**src/rtl/itf_isa_tx_pkg.sv**
```systemverilog
// Shared ISA definitions for the instruction interface and the config unit:
// opcode encodings, per-opcode beat lengths and the TX state encoding.
package itf_isa_tx_pkg;

   localparam int ISA_OPCODE_WIDTH = 8;
   localparam int ISA_LEN_WIDTH    = 5;

   typedef enum logic [ISA_OPCODE_WIDTH-1:0] {
      OP_FPS = 8'd0,
      OP_KNN = 8'd1,
      OP_SYA = 8'd2,
      OP_POL = 8'd3,
      OP_GIC = 8'd4,
      OP_MON = 8'd5
   } opcode_e;

   typedef enum logic [1:0] {
      ST_IDLE = 2'd0,
      ST_HEAD = 2'd1,
      ST_BODY = 2'd2
   } txState_e;

   // Beats per instruction including the head; 0 marks an unknown opcode.
   function automatic logic [ISA_LEN_WIDTH-1:0] opLength(input logic [ISA_OPCODE_WIDTH-1:0] op);
      case (op)
         OP_FPS:  opLength = 5'd16;
         OP_KNN:  opLength = 5'd2;
         OP_SYA:  opLength = 5'd3;
         OP_POL:  opLength = 5'd9;
         OP_GIC:  opLength = 5'd2;
         OP_MON:  opLength = 5'd1;
         default: opLength = 5'd0;
      endcase
   endfunction

endpackage

```
**src/rtl/itf_isa_tx.sv**
```systemverilog
// ISA word framer: splits the DRAM ISA stream into instructions, 1-cycle registered output, upstream stalls on a full stage.
// ITF_ISA_TX_CFGRDY_GATE_EN: hold each legal head until the config unit reports ready for its opcode.
module itf_isa_tx
   import itf_isa_tx_pkg::*;
#(
   parameter int PORT_WIDTH   = 128,
   parameter int OPNUM        = 6,
   parameter int OPCODE_WIDTH = ISA_OPCODE_WIDTH,
   parameter int CNT_WIDTH    = 16
) (
   input  logic                  clk,
   input  logic                  rst,
   input  logic [PORT_WIDTH-1:0] SRCITF_IsaDat,
   input  logic                  SRCITF_IsaVld,
   output logic                  ITFSRC_IsaRdy,
   input  logic [OPNUM-1:0]      CCUITF_CfgRdy,
   output logic [PORT_WIDTH-1:0] ITFCCU_ISARdDat,
   output logic                  ITFCCU_ISARdDatVld,
   output logic                  ITFCCU_ISARdDatLast,
   input  logic                  CCUITF_ISARdDatRdy,
   output logic [CNT_WIDTH-1:0]  ITFMON_IsaCnt,
   output logic                  ITFMON_Err,
   output logic [1:0]            ITFMON_State
);

   txState_e                 state, stateNxt;
   logic [ISA_LEN_WIDTH-1:0] beatCnt, beatCntNxt;
   logic [OPCODE_WIDTH-1:0]  headOp;
   logic [ISA_LEN_WIDTH-1:0] headLen;
   logic                     headLegal;
   logic                     headGo;
   logic                     outFree;
   logic                     accept;
   logic                     fwd;
   logic                     fwdLast;
   logic                     errNxt;

   assign headOp    = SRCITF_IsaDat[OPCODE_WIDTH-1:0];
   assign headLen   = opLength(ISA_OPCODE_WIDTH'(headOp));
   assign headLegal = (int'(headOp) < OPNUM);
   assign outFree   = !ITFCCU_ISARdDatVld || CCUITF_ISARdDatRdy;

`ifdef ITF_ISA_TX_CFGRDY_GATE_EN
   logic cfgBit;

   always_comb begin
      cfgBit = 1'b0;
      for (int i = 0; i < OPNUM; i++) begin
         if (int'(headOp) == i) cfgBit = CCUITF_CfgRdy[i];
      end
   end

   // Illegal opcodes have no target to wait for, so they drop straight away.
   assign headGo = !headLegal || cfgBit;
`else
   logic unusedCfgRdy;

   assign unusedCfgRdy = ^CCUITF_CfgRdy;
   assign headGo       = 1'b1;
`endif

   always_comb begin
      stateNxt   = state;
      beatCntNxt = beatCnt;
      accept     = 1'b0;
      fwd        = 1'b0;
      fwdLast    = 1'b0;
      errNxt     = 1'b0;
      case (state)
         ST_IDLE: begin
            if (SRCITF_IsaVld) stateNxt = ST_HEAD;
         end
         ST_HEAD: begin
            if (!SRCITF_IsaVld) begin
               stateNxt = ST_IDLE;
            end else if (outFree && headGo) begin
               accept = 1'b1;
               if (!headLegal) begin
                  errNxt = 1'b1;
               end else begin
                  fwd = 1'b1;
                  if (headLen > 5'd1) begin
                     stateNxt   = ST_BODY;
                     beatCntNxt = headLen - 5'd1;
                  end else begin
                     fwdLast = 1'b1;
                  end
               end
            end
         end
         ST_BODY: begin
            // Body words are forwarded verbatim; their low byte is payload, not an opcode.
            if (SRCITF_IsaVld && outFree) begin
               accept     = 1'b1;
               fwd        = 1'b1;
               beatCntNxt = beatCnt - 5'd1;
               if (beatCnt == 5'd1) begin
                  fwdLast  = 1'b1;
                  stateNxt = ST_HEAD;
               end
            end
         end
         default: stateNxt = ST_IDLE;
      endcase
   end

   assign ITFSRC_IsaRdy = accept && !rst;
   assign ITFMON_State  = state;

   always_ff @(posedge clk) begin
      if (rst) begin
         state               <= ST_IDLE;
         beatCnt             <= '0;
         ITFCCU_ISARdDat     <= '0;
         ITFCCU_ISARdDatVld  <= 1'b0;
         ITFCCU_ISARdDatLast <= 1'b0;
         ITFMON_IsaCnt       <= '0;
         ITFMON_Err          <= 1'b0;
      end else begin
         state      <= stateNxt;
         beatCnt    <= beatCntNxt;
         ITFMON_Err <= errNxt;
         if (fwd) begin
            ITFCCU_ISARdDat     <= SRCITF_IsaDat;
            ITFCCU_ISARdDatVld  <= 1'b1;
            ITFCCU_ISARdDatLast <= fwdLast;
         end else if (ITFCCU_ISARdDatVld && CCUITF_ISARdDatRdy) begin
            ITFCCU_ISARdDatVld  <= 1'b0;
            ITFCCU_ISARdDatLast <= 1'b0;
         end
         if (ITFCCU_ISARdDatVld && CCUITF_ISARdDatRdy && ITFCCU_ISARdDatLast) begin
            ITFMON_IsaCnt <= ITFMON_IsaCnt + CNT_WIDTH'(1);
         end
      end
   end

endmodule

```
**config.mk**
```make
export PLATFORM = sky130hd
export DESIGN_NAME = itf_isa_tx
export DESIGN_NICKNAME = d
export VERILOG_FILES = /design/src/rtl/itf_isa_tx_pkg.sv /design/src/rtl/itf_isa_tx.sv
export SDC_FILE = /design/constraint.sdc
export NUM_CORES = 1
export LEC_CHECK = 0
export ABC_CLOCK_PERIOD_IN_PS = 4960
export BUFFER_PORTS_ARGS = -buffer_cell sky130_fd_sc_hd__buf_2
export CAP_MARGIN = 20
export CORE_MARGIN = 2
export CORE_UTILIZATION = 35
export DETAILED_ROUTE_END_ITERATION = 6
export PLACE_DENSITY = 0.63
export SYNTH_ARGS = -nofsm -noshare
export SYNTH_HDL_FRONTEND = slang
export SYNTH_SLANG_ARGS = --single-unit
```
**constraint.sdc**
```tcl
create_clock -name clk -period 4.96 [get_ports clk]
set_input_delay 0.496 -clock clk [delete_from_list [all_inputs] [get_ports clk]]
set_output_delay 0.496 -clock clk [all_outputs]
set_load 0.005 [all_outputs]
```
==> flow_summary_export.csv, run 1 <==
group,metric,value,unit
critical_path,arrival,3.20,ns
outcome,status,"finished, final reports clean",
sta,tns,0,ns
floorplanning,die_area,18000,um^2
pwr,powerDensity,340,nW/um^2
placed_design,gp_congestion,0.780,
pwr,power_leakage,0.00349,uW
synthesis,synthCells,738,
sta,min_period,2.87,ns
cts,h-tree-depth,4,
sta,fmax,349,MHz
cts,clock-root-buffer,"clkbuf_16",
routing,vias_per_cell,4.60,
cts,cts_hold_buffers,0,
synthesis,synth_nets,886,
synthesis,avgSynthCellArea,8.03,um^2
cts,clk_latency,0.41,ns
synthesis,yosysWarnings,0,
floorplanning,row_count,47,
critical_path,worstSetupPathType,"flip-flop to flip-flop",
finish,fill_cells,1733,
critical_path,critical-path-top-delay-family,"simple AND/OR/NAND/NOR gates",
finish,final_nets,1144,
global_route,grt_pass1_vias,4960,
critical_path,cp.required,5.30,ns
cts,cts_sinks,154,
synthesis,yosys.area.top_type,"dfxtp_1",
floorplanning,core,16600,um^2
synthesis,synth_edf_count,0,
sta,setup_viol,0,
cts,clk_pin_slew,0.07,ns
synthesis,netlist_area,5930,um^2
sta,hold-worst-slack,0.312,ns
routing,wl_per_cell,12.9,um
cts,cts_resized,0,
routing,final_antenna_net_count,0,
placed_design,dp_hpwl,10900,um
min_path,min_path_type,"primary input to flip-flop",
sta,relSlewSlack,50.4,%
global_route,grt_pass1_wl,24800,um
cts,cts_tree,"done",
sta,finalCritPeriodShare,57.8,%
sta,rsz0062_at_grt,"no",
synthesis,ys_async_sr_fraction,0,%
cts,post_cts_buffers,0,
global_route,overflow,0,
cts,cts_buffer_depth,2,
global_route,antenna_found_initial,1,
critical_path,slowest_stage,"or3b_4",
routing,dr.pass1.iters,4,
critical_path,crit_path_end_kind,"flip-flop",
floorplanning,ios,288,
floorplanning,die_y,134,um
pwr,finalPower,2730,uW
placed_design,io_buffer_count,281,
synthesis,seq_area_frac_synth,52.0,%
finish,final_common_cell,"buf_2",
finish,antenna_cells,0,
critical_path,worstPathMaxFanout,56,
critical_path,worstPathCellList,"inv_1, ha_1, a31oi_1, or3b_4, buf_4, nand2_1, a21oi_1",
cts,cts_buffers,17,
finish,area_delta_synth_final,35.4,%
pwr,vdd_ir_drop_max,0.228,mV
sta,tightest_slew,0.737,ns
synthesis,yosysTopAreaCellShare,52.0,%
routing,drc,0,
synthesis,netlist_top_cells_area,"dfxtp_1 52%, nand2_1 17%, a21oi_1 11%",
routing,drt_iter0_drc,237,
routing,via_count,5651,
synthesis,synth.ff_latch_count,154,
synthesis,synth_flop_cell,"dfxtp_1",
routing,wl,15900,um
critical_path,cp.buffers_inverters,2,
floorplanning,die_width,134,um
sta,hold_viol,0,
finish,mostFrequentLayoutCells,"280 x buf_2, 276 x nand2_1, 154 x dfxtp_1",
critical_path,worst_setup_path_start_kind,"flip-flop",
flow_run,max_cap_viol_count,0,
sta,final_max_slew_viol_count,0,
synthesis,synth.distinct_cells,49,
global_route,grtUsageTotal,17.0,%
finish,drive_gt1_share,32.3,%
sta,clock_skew,0.00895,ns
critical_path,cpPeakStageDelay,0.62,ns
floorplanning,start_util,35.7,%
global_route,grt_max_degree,71,
[worst reg2reg max path, delay by kind of cell (launching register included)]
| kind | cells | cell delay, ns |
|---|---|---|
| fa+ha+maj | 1 | 0.41 |
| flops | 1 | 0.40 |
| buf+inv | 2 | 0.70 |
| simple gates | 2 | 0.77 |
| compound gates | 2 | 0.50 |
[synthesized netlist by cell type (3+ instances only)]
library cell  instances
buf_6                 8
dfxtp_1             154
ha_1                 10
buf_2                15
nand2_1             276
xnor2_1               4
o21ai_0               5
inv_1                 9
xor2_1               12
clkbuf_1             22
nand4_1               7
nor2_1               25
nor2b_1               4
nor3_1                3
nand3_1               8
a21oi_1             135
[layer usage]
layer  GRT usage, %  wire, um  vias up
met5              0        16        -
met4           5.15       232        2
met2           26.9      7190      189
met1           22.3      7240     2505
met3           5.37      1180       21
li1               -         -     2934
[state kept, by name (all words and copies together) (netlist names)]
| register | count |
|---|---|
| ITFMON_Err | 1 |
| beatCnt | 5 |
| ITFCCU_ISARdDat | 128 |
| ITFMON_IsaCnt | 16 |
| ITFMON_State | 2 |
| ITFCCU_ISARdDatLast | 1 |
| ITFCCU_ISARdDatVld | 1 |
[cell type report]
| type | count | area (um^2) | area share [%] |
|---|---|---|---|
| clock buffers | 20 | 467 | 5.82 |
| clock inverters | 12 | 163 | 2.03 |
| inverters | 9 | 33.8 | 0.421 |
| multi-input cells | 527 | 2550 | 31.8 |
| flip-flops and latches | 154 | 3080 | 38.4 |
| well taps | 220 | 275 | 3.43 |
| repair buffers | 287 | 1450 | 18.1 |
[worst paths after layout]
kind	startpoint	cells past startpoint	slack, ns	endpoint
setup / recovery	ITFMON_State[0]	7	2.09	ITFCCU_ISARdDat[83]
hold reg to reg	ITFCCU_ISARdDat[89]	2	0.45	ITFCCU_ISARdDat[89]
hold / removal	SRCITF_IsaDat[68]	3	0.31	ITFCCU_ISARdDat[68]
setup reg to reg	ITFMON_State[0]	7	2.09	ITFCCU_ISARdDat[83]
[through the flow]
step | utilization [%] | std cells | instance area, um^2 | setup slack, ns
finish | 48.4 | 1229 | 8030 | 2.09
floorplan | - | 738 | 5930 | 2.16
detailed placement | 44.6 | 1197 | 7400 | 1.72
CTS | 48.4 | 1229 | 8030 | 2.05
global route | 48.4 | 1229 | 8030 | 1.85
global placement | 44.6 | 1197 | 7400 | 1.71
[cell families (layout without fill, tap and decap cells)]
| group | after synthesis | after routing | share of synthesized area, % |
|---|---|---|---|
| mux | 2 | 2 | 0.338 |
| fa+ha+maj | 10 | 10 | 2.11 |
| simple gates | 339 | 339 | 23.4 |
| xor+xnor | 16 | 16 | 2.36 |
| buf+inv | 57 | 328 | 5.07 |
| flops | 154 | 154 | 52.0 |
| compound gates | 160 | 160 | 14.7 |
[report_power, final]
group	switching, uW	total, uW	internal (uW)	leakage, uW
sequential	3.07	1240	1240	0.00124
clock	532	1370	838	0.000303
combinational	60.7	114	53.5	0.00194
(Power assumes the default switching activity.)
==> run 2, diff against run 1 <==
ABC_AREA = 1   (was default)
ABC_CLOCK_PERIOD_IN_PS = 2600   (was 4960)
PLACE_DENSITY = 0.65   (was 0.63)
clock period = 2.6 ns   (was 4.96 ns; I/O delays follow)
==> run 2 against run 1 <==
Routed wire length is 7.1% higher. Sequential power is 130% higher. Via count is 5.6% higher. Hold slack worse by 0.23 ns. Sequential share of layout area is 0.82 points lower. Global-route usage is 0.65 points higher.
==> flow_summary_export.csv, run 2 <==
group,metric,value,unit
synthesis,yosysTopAreaCellShare,50.8,%
outcome,status,"finished, final reports clean",
synthesis,synth_flop_cell,"dfxtp_1",
global_route,grt_max_degree,65,
finish,utilization,47.9,%
synthesis,synth.distinct_cells,32,
finish,top_regs,"ITFCCU_ISARdDat (128), ITFMON_IsaCnt (16), beatCnt (5)",
synthesis,netlist_area,6070,um^2
synthesis,muxShareOfSynthArea,0.330,%
synthesis,synth.ff_latch_count,154,
finish,final_common_cell,"nor2_1",
cts,h-tree-depth,4,
cts,clk_pin_slew,0.07,ns
critical_path,worstPathMaxFanout,47,
finish,drive_gt1_share,30.4,%
sta,fmax,470,MHz
synthesis,synth_top_family_by_area,"simple AND/OR/NAND/NOR gates",
cts,post_cts_buffers,0,
synthesis,ys_async_sr_fraction,0,%
finish,layout.cells.non_filler,1317,
synthesis,seq_area_frac_synth,50.8,%
placed_design,gp_congestion,0.789,
cts,cts_tree,"done",
min_path,min_path_type,"primary input to flip-flop",
synthesis,synth-xor-area-share,1.01,%
global_route,grtUsageTotal,17.6,%
cts,cts_hold_buffers,0,
finish,design_area,8200,um^2
finish,final_nets,1225,
cts,clk_latency,0.42,ns
synthesis,synth_fa_ha_area_share,2.06,%
cts,cts_buffers,17,
synthesis,synth_edf_count,0,
synthesis,yosysWarnings,0,
routing,final_antenna_net_count,0,
flow_run,max_cap_viol_count,0,
critical_path,arrival,2.48,ns
synthesis,synth_nets,961,
synthesis,synthCells,813,
sta,finalCritPeriodShare,81.9,%
cts,clock-root-buffer,"clkbuf_16",
critical_path,rrSetupSlack,0.47,ns
placed_design,dp_hpwl,12100,um
pwr,power_leakage,0.00388,uW
global_route,antenna_found_initial,1,
pwr,powerDensity,808,nW/um^2
routing,drt_iter0_drc,312,
sta,relSlewSlack,61.8,%
cts,cts_resized,0,
synthesis,synth_most_common_cell,"nor2_1",
placed_design,dpl_cell_area,7630,um^2
finish,regMostFlops,"ITFCCU_ISARdDat",
floorplanning,start_util,35.5,%
finish,mostFrequentLayoutCells,"284 x nor2_1, 281 x buf_2, 154 x dfxtp_1",
sta,setup_viol,0,
synthesis,yosys.area.top_type,"dfxtp_1",
cts,cts_buffer_depth,2,
synthesis,yosys-top-cells-count,"284 x nor2_1, 154 x dfxtp_1, 133 x o21ai_0",
routing,via_count,5966,
sta,final_max_slew_viol_count,0,
routing,wl,17000,um
critical_path,crit_path_end_kind,"flip-flop",
routing,wl_per_cell,12.9,um
finish,largest_reg_flops,128,
floorplanning,die_y,136,um
synthesis,synth-simple-area-share,25.6,%
global_route,grt_pass1_wl,26000,um
critical_path,worstRegToRegCells,8,
critical_path,worst_setup_path_start_kind,"flip-flop",
synthesis,avgSynthCellArea,7.47,um^2
routing,drc,0,
sta,hold_viol,0,
finish,area_delta_synth_final,35.1,%
floorplanning,die_width,136,um
routing,vias_per_cell,4.53,
global_route,overflow,0,
routing,dr.pass1.iters,4,
min_path,min_path_cells,3,
sta,min_period,2.13,ns
critical_path,worstSetupPathType,"flip-flop to flip-flop",
synthesis,synth_compound_area_share,13.6,%
floorplanning,row_count,48,
sta,tns,0,ns
sta,tightest_slew,0.573,ns
pwr,vdd_ir_drop_max,0.459,mV
synthesis,netlist_top_cells_area,"dfxtp_1 51%, nor2_1 18%, o21ai_0 11%",
placed_design,placed_cells,1283,
placed_design,io_buffer_count,281,
sta,clock_skew,0.00763,ns
sta,rsz0062_at_grt,"no",
critical_path,cp.required,2.95,ns
floorplanning,core,17100,um^2
global_route,grt_pass1_vias,5168,
cts,cts_sinks,154,
floorplanning,ios,288,
floorplanning,die_area,18400,um^2
[run 2: changes by cell type in the layout (fill, tap and decap cells not counted), sizes merged, moves of 3 or more]
cell | before | now
nand3 | 8 | 19
nor2b | 4 | 0
nor4 | 3 | 0
o21ai | 5 | 136
bufinv | 3 | 0
nor2 | 25 | 288
nor3 | 3 | 12
nand4 | 7 | 2
a21oi | 136 | 20
xor2 | 12 | 5
nand2 | 276 | 70
inv | 11 | 48
[run 2: power breakdown]
group	switching [uW]	internal [uW]
combinational	824	634
clock	1080	1270
sequential	162	2670
[run 2: cell type report]
type / instances / area (um^2)
antenna: 2 / 5.00
clock buffer: 18 / 429
clock inverter: 14 / 135
fill: 1727 / 8920
inverter: 42 / 161
multi-input combinational: 573 / 2590
sequential: 154 / 3080
tap: 225 / 282
timing repair buffer: 289 / 1520
[run 2: cells by family (layout without fill, tap and decap cells)]
family	Yosys count	in the layout
AO/OA/AOI/OAI	161	161
flip-flops	154	154
multiplexers	2	2
adder cells (fa/ha/maj)	10	10
AND/OR/NAND/NOR	393	393
other	0	2
buffers and inverters	86	363
XOR/XNOR	7	7
[run 2: final timing paths]
kind	to	start
worst max register to register	ITFCCU_ISARdDat[81]	ITFMON_State[0]
worst min register to register	ITFCCU_ISARdDat[84]	ITFCCU_ISARdDat[84]
worst min-delay path	ITFCCU_ISARdDat[30]	SRCITF_IsaDat[30]
worst max-delay path	ITFCCU_ISARdDat[81]	ITFMON_State[0]
[run 2: stage by stage]
| stage | setup slack, ns | hold slack [ns] | power, uW |
|---|---|---|---|
| after floorplan | 0.904 | 0.336 | 3790 |
| after CTS | 0.461 | 0.0608 | 6710 |
| after global placement | 0.524 | 0.458 | 4320 |
| after global routing | 0.221 | 0.0719 | 7050 |
| final | 0.472 | 0.0856 | 6630 |
| after detailed placement | 0.488 | 0.467 | 4350 |
[run 2: worst max-delay path, stage by stage, from the launching register on]
cell	delay, ns
dfxtp_1	0.38
inv_1	0.09
ha_1	0.27
inv_1	0.26
o22ai_2	0.15
nand2_4	0.19
buf_4	0.43
o21ai_0	0.15
nor2_1	0.11
[run 2: routing by layer]
layer	up-vias	global-route usage, %	part of all wire (%)
li1	3129	-	-
met1	2614	22.1	45
met2	198	28.4	46
met3	25	5.87	7.4
met4	0	6.25	1.8
met5	-	0	0
